File: config.mk
export PLATFORM = sky130hd
export DESIGN_NAME = hv_pair_streamer
export DESIGN_NICKNAME = d
export VERILOG_FILES = /design/src/rtl/hv_pair_streamer.sv
export SDC_FILE = /design/constraint.sdc
export NUM_CORES = 1
export LEC_CHECK = 0
export BUFFER_PORTS_ARGS = -buffer_cell sky130_fd_sc_hd__buf_2
export CORE_UTILIZATION = 40
export CTS_BUF_LIST = sky130_fd_sc_hd__clkbuf_4 sky130_fd_sc_hd__clkbuf_8
export CTS_CLUSTER_SIZE = 24
export DETAILED_ROUTE_END_ITERATION = 10
export PLACE_DENSITY = 0.73
export SKIP_CTS_REPAIR_TIMING = 1
export SLEW_MARGIN = 20
export SYNTH_ARGS = -nofsm -noshare
export SYNTH_HDL_FRONTEND = slang
export SYNTH_SLANG_ARGS = --single-unit
export TNS_END_PERCENT = 50
File: constraint.sdc
create_clock -name clk -period 6 [get_ports clk]
set_clock_uncertainty 0.1 [all_clocks]
set_input_delay 0.3 -clock clk [delete_from_list [all_inputs] [get_ports clk]]
set_output_delay 0.3 -clock clk [all_outputs]
set_load 0.005 [all_outputs]
File: src/rtl/hv_pair_streamer.sv
// Streams paired A/B hypervector elements from element memory into the similarity accumulator.
// Optional ready/done watchdog enabled by defining HV_PAIR_STREAMER_WATCHDOG_EN.
module hv_pair_streamer #(
    parameter int HV_DATA_WIDTH  = 32,
    parameter int ADDR_WIDTH     = 10,
    parameter int LEN_WIDTH      = 11,
    parameter int TIMEOUT_CYCLES = 64
) (
    input  logic                     clk,
    input  logic                     reset,
    input  logic                     start,
    input  logic [ADDR_WIDTH-1:0]    a_base,
    input  logic [ADDR_WIDTH-1:0]    b_base,
    input  logic [LEN_WIDTH-1:0]     length,
    output logic                     busy,
    output logic                     mem_rd,
    output logic [ADDR_WIDTH-1:0]    mem_addr,
    input  logic [HV_DATA_WIDTH-1:0] mem_rdata,
    output logic                     sim_valid,
    output logic                     sim_first,
    output logic                     sim_last,
    output logic [HV_DATA_WIDTH-1:0] sim_data,
    input  logic                     sim_ready,
    input  logic                     sim_done,
    input  logic [HV_DATA_WIDTH-1:0] sim_AA,
    input  logic [HV_DATA_WIDTH-1:0] sim_BB,
    input  logic [HV_DATA_WIDTH-1:0] sim_AB,
    output logic [HV_DATA_WIDTH-1:0] res_AA,
    output logic [HV_DATA_WIDTH-1:0] res_BB,
    output logic [HV_DATA_WIDTH-1:0] res_AB,
    output logic                     result_valid,
    output logic                     error
);

    typedef enum logic [3:0] {
        S_IDLE,
        S_FETCH_A,
        S_FETCH_B,
        S_LOAD,
        S_WAIT_RDY,
        S_SEND_A,
        S_SEND_B,
        S_GUARD,
        S_WAIT_DONE
    } state_t;

    state_t                   state;
    state_t                   state_next;
    logic [ADDR_WIDTH-1:0]    a_base_r;
    logic [ADDR_WIDTH-1:0]    b_base_r;
    logic [LEN_WIDTH-1:0]     len_r;
    logic [LEN_WIDTH-1:0]     idx;
    logic [HV_DATA_WIDTH-1:0] a_hold;
    logic [HV_DATA_WIDTH-1:0] b_hold;
    logic                     start_ok;
    logic                     last_pair;
    logic                     timeout;
    logic [ADDR_WIDTH-1:0]    idx_addr;

    assign start_ok  = start && (length != '0);
    assign last_pair = (idx == (len_r - LEN_WIDTH'(1)));
    assign idx_addr  = idx[ADDR_WIDTH-1:0];
    assign busy      = (state != S_IDLE);

`ifdef HV_PAIR_STREAMER_WATCHDOG_EN
    localparam int WD_W = $clog2(TIMEOUT_CYCLES + 1);

    logic [WD_W-1:0] wd_cnt;
    logic            wd_hit;

    assign wd_hit  = (wd_cnt == WD_W'(TIMEOUT_CYCLES - 1));
    assign timeout = wd_hit && (((state == S_WAIT_RDY) && !sim_ready) ||
                                ((state == S_WAIT_DONE) && !sim_done));

    // Counts cycles spent in a wait state; any state change restarts it.
    always_ff @(posedge clk) begin
        if (reset) begin
            wd_cnt <= '0;
        end else if (state_next != state) begin
            wd_cnt <= '0;
        end else if ((state == S_WAIT_RDY) || (state == S_WAIT_DONE)) begin
            wd_cnt <= wd_cnt + WD_W'(1);
        end
    end

    always_ff @(posedge clk) begin
        if (reset) begin
            error <= 1'b0;
        end else if ((state == S_IDLE) && start_ok) begin
            error <= 1'b0;
        end else if (timeout) begin
            error <= 1'b1;
        end
    end
`else
    logic wd_unused;

    assign wd_unused = (TIMEOUT_CYCLES != 0);
    assign timeout   = 1'b0;
    assign error     = 1'b0;
`endif

    always_ff @(posedge clk) begin
        if (reset) begin
            state <= S_IDLE;
        end else begin
            state <= state_next;
        end
    end

    always_comb begin
        state_next = state;
        mem_rd     = 1'b0;
        mem_addr   = '0;
        sim_valid  = 1'b0;
        sim_first  = 1'b0;
        sim_last   = 1'b0;
        sim_data   = '0;
        case (state)
            S_IDLE: begin
                if (start_ok) state_next = S_FETCH_A;
            end
            S_FETCH_A: begin
                mem_rd     = 1'b1;
                mem_addr   = a_base_r + idx_addr;
                state_next = S_FETCH_B;
            end
            S_FETCH_B: begin
                mem_rd     = 1'b1;
                mem_addr   = b_base_r + idx_addr;
                state_next = S_LOAD;
            end
            S_LOAD: begin
                state_next = S_WAIT_RDY;
            end
            S_WAIT_RDY: begin
                if (sim_ready)    state_next = S_SEND_A;
                else if (timeout) state_next = S_IDLE;
            end
            S_SEND_A: begin
                sim_valid  = 1'b1;
                sim_data   = a_hold;
                sim_first  = (idx == '0);
                sim_last   = last_pair;
                state_next = S_SEND_B;
            end
            S_SEND_B: begin
                sim_valid  = 1'b1;
                sim_data   = b_hold;
                sim_last   = last_pair;
                state_next = S_GUARD;
            end
            // Ready is ignored here: the accumulator's ready drop is registered.
            S_GUARD: begin
                state_next = last_pair ? S_WAIT_DONE : S_FETCH_A;
            end
            S_WAIT_DONE: begin
                if (sim_done)     state_next = S_IDLE;
                else if (timeout) state_next = S_IDLE;
            end
            default: state_next = S_IDLE;
        endcase
    end

    // Request latch, element index, holding registers and result capture.
    always_ff @(posedge clk) begin
        if (reset) begin
            a_base_r     <= '0;
            b_base_r     <= '0;
            len_r        <= '0;
            idx          <= '0;
            a_hold       <= '0;
            b_hold       <= '0;
            res_AA       <= '0;
            res_BB       <= '0;
            res_AB       <= '0;
            result_valid <= 1'b0;
        end else begin
            result_valid <= 1'b0;
            case (state)
                S_IDLE: begin
                    if (start_ok) begin
                        a_base_r <= a_base;
                        b_base_r <= b_base;
                        len_r    <= length;
                        idx      <= '0;
                    end
                end
                S_FETCH_B: a_hold <= mem_rdata;
                S_LOAD:    b_hold <= mem_rdata;
                S_GUARD: begin
                    if (!last_pair) idx <= idx + LEN_WIDTH'(1);
                end
                S_WAIT_DONE: begin
                    if (sim_done) begin
                        res_AA       <= sim_AA;
                        res_BB       <= sim_BB;
                        res_AB       <= sim_AB;
                        result_valid <= 1'b1;
                    end
                end
                default: ;
            endcase
        end
    end

endmodule

==> results by group <==
Synth
  • Synthesis-stage register bit count: 207
  • Commonest register cell after synthesis: dfxtp_1
  • Synthesized netlist cell count: 1147
  • Syn_area_per_cell: 7.57 um2
  • Post-synthesis async set-or-reset flop share: 0
  • Most frequent cells after synthesis: nand2_1, dfxtp_1, a21oi_1
  • Synth area leaders: dfxtp_1, nand2_1, a21oi_1
  • Count of flip-flops with a built-in enable after synthesis: 0
  • Yosys synthesis warning count: 0
  • Post-synthesis cell area: 8690 um2
  • Top-area cell type share of the netlist area: 0.477
  • Number of unique standard cell types used by synthesis: 59
  • Synthesized net count: 1324
  • Biggest area consumer among synthesized cells: dfxtp_1
  • Seq/Total Area, Yosys: 0.477
  • Most common cell in the synthesized netlist: nand2_1

Placed design
  • Number of placed cells counting well taps: 1654
  • Port buffer count: 307
  • Global placer's final weighted congestion: 0.825
  • Post-DP HPWL: 17200 um

Setup path
  • Worst Setup End Kind: output port
  • Data arrival time at the worst-slack endpoint: 3.76 ns
  • Delay-heaviest family, CP: simple AND/OR/NAND/NOR gates
  • CP required: 5.60 ns
  • Critical path launch point type: flip-flop
  • Critical Path, Cell by Cell: nand2b_1 > or3_1 > nand2_1 > nand2_1 > ha_1 > fa_1 > a21o_1 > a21oi_1 > nor2b_1 > o21a_1 > o41a_1 > xnor2_1 > nor2_1 > buf_2
  • Highest fanout seen on the critical path: 11
  • Delay of the slowest critical-path stage: 0.48 ns
  • Count of buffer and inverter cells on the critical path: 1
  • Cell with the biggest individual delay on the critical path: or3_1
  • Startpoint-to-endpoint class of the critical path: reg2out
  • Critical Path Most Common Cell: nand2_1

Floorplan
  • Width of the die: 149 um
  • Placeable core region: 21200 um2
  • Standard-cell rows: 53
  • Total die area: 22300 um2
  • Number of top-level pins: 309
  • Vert. Die Dim: 149 um
  • Starting utilization of the core area: 0.411

Pwr
  • Pwr Density: 261 nW/um2
  • IR drop worst, VDD: 225 uV
  • Pleak: 5.46 nW

Route
  • Number of design rule violations left after detail routing: 0
  • DRC violation total after the first TritonRoute iteration: 459
  • Wirelength, routed: 29000 um
  • Vias per inst: 5.10
  • Post-detailed-route wirelength per cell: 15.4 um
  • Via count: 9606
  • Number of optimization iterations in the first detailed-route pass: 4
  • Antenna-violating nets left: 0

Clock tree
  • Number of clock sinks: 207
  • Buffer cell driving the clock tree root: clkbuf_8
  • Bufs on Longest Clock Path: 3
  • Clock edge transition at the registers on the reported setup and hold paths: 0.05 ns
  • TritonCTS clock tree: yes
  • Maximum level of the CTS H-tree: 2
  • Worst skew pair latency: 0.51 ns
  • Clock buffers created by TritonCTS: 37

Job
  • Number of max-cap violations: 0

Cells and area
  • Number of nets at the end of the flow: 1755
  • Final Non-Filler Cells: 1882
  • Synth-to-layout area growth: 46.4%
  • Total of fill cells in the finished design: 1764
  • Layout cells sized above 1: 0.249

STA
  • Unrepaired setup endpoints after global routing: no
  • Total of endpoints with negative setup slack in the final report: 0
  • Slew headroom: 0.305
  • Hold WS: 0.0938 ns
  • Peak clock frequency supported by timing: 240 MHz
  • Fin crit period: 4.16 ns
  • Share of the clock period used by the worst path after layout: 0.694
  • Total negative setup slack: 0 ns
  • Slew at the pin with the worst max-slew slack: 1.04 ns
  • Final number of hold-violating endpoints: 0
  • Final number of max-transition violations: 0

GRT
  • Remaining Overflow, GRT: 0
  • Largest net degree at the start of global routing: 121
  • Number of antenna violations at the first check in global routing: 2
  • Overall global routing resource usage: 0.222
  • Vias in the first global route: 8259
  • Wire length of the first global-routing pass: 40000 um

Worst hold path
  • Tightest Hold Check Type: in2reg

Run status
  • Result of the run: complete, no violations
-- cell families (layout without fill, tap and decap cells) --
kind of cell,count (synthesis),after routing,synth area share
other,1,3,0.000432
and+or+nand+nor,541,541,0.259
buffers and inverters,93,551,0.0424
AOI/OAI and AO/OA,271,271,0.180
muxes,2,2,0.00230
adders and majority gates,13,13,0.0196
DFF,207,207,0.477
xor gates and xnor gates,19,19,0.0192
-- worst min-delay path, delay by kind of cell --
family,cells,cell delay [ns]
and+or+nand+nor,2,0.18
buffers and inverters,1,0.13
AOI/OAI and AO/OA,1,0.06
-- report_power, final --
group	internal [mW]	leakage (nW)	switching, mW
Combinational	0.219	3.37	0.259
Sequential	1.43	1.67	0.0442
Clock	0.777	0.409	0.586
Total	2.43	5.46	0.889
-- stage by stage --
stage           util  cell area, um2  setup slack (ns)  power (mW)
5_1_grt        0.601           12700              1.62        3.46
2_1_floorplan      -            8690              2.45        1.74
3_5_place_dp   0.489           10300              2.37        1.89
4_1_cts        0.525           11100              1.80        3.25
3_3_place_gp   0.489           10300              2.43        1.88
6_report       0.601           12700              1.84        3.31
-- path summary, 6_finish.rpt --
kind	start	to	slack, ns	cells past startpoint
max	state[3]	mem_addr[8]	1.84	14
min	sim_done	state[3]	0.09	4
max reg2reg	len_r[0]	idx[2]	2.81	9
min reg2reg	res_AB[24]	res_AB[24]	0.35	2
-- layer usage --
metal	global-route usage	vias to the layer above	routed length, um
met2	0.384	378	14400
met3	0.0667	98	2180
met5	0	-	0
li1	-	4693	-
met1	0.254	4437	11400
met4	0.0883	0	1040
-- placed cells by master (no fill, tap or decap), drive strengths merged, types with 4 or more instances in the layout --
cell type / Yosys / final
dfxtp: 207 / 207
o311ai: 4 / 4
clkbuf: 78 / 61
or3: 4 / 4
nor2: 34 / 34
o21ai: 10 / 10
dlygate4sd3: 0 / 160
nand3: 8 / 8
nand4b: 5 / 5
a21o: 4 / 4
buf: 7 / 317
and3: 7 / 7
nor4: 8 / 8
nor3b: 6 / 6
inv: 8 / 8
nor3: 10 / 10
a21oi: 201 / 201
nand2: 435 / 435
xnor2: 11 / 11
xor2: 8 / 8
a22o: 32 / 32
nor2b: 4 / 4
ha: 12 / 12
-- state kept, by name, indices dropped and copies added, names as in the netlist --
signal        count
b_hold           32
a_hold           32
state             4
len_r            11
res_BB           32
idx              11
res_AB           32
res_AA           32
result_valid      1
b_base_r         10
a_base_r         10
-- cell type report --
class / instances / area, um2 / share of cell area
sequential: 207 / 4140 / 0.326
clock inverter: 5 / 30.0 / 0.00236
antenna: 2 / 5.00 / 0.000393
tap: 275 / 344 / 0.0271
multi-input combinational: 847 / 4210 / 0.331
timing repair buffer: 477 / 3220 / 0.253
clock buffer: 61 / 739 / 0.0581
inverter: 8 / 30.0 / 0.00236
(Power assumes the default switching activity.)
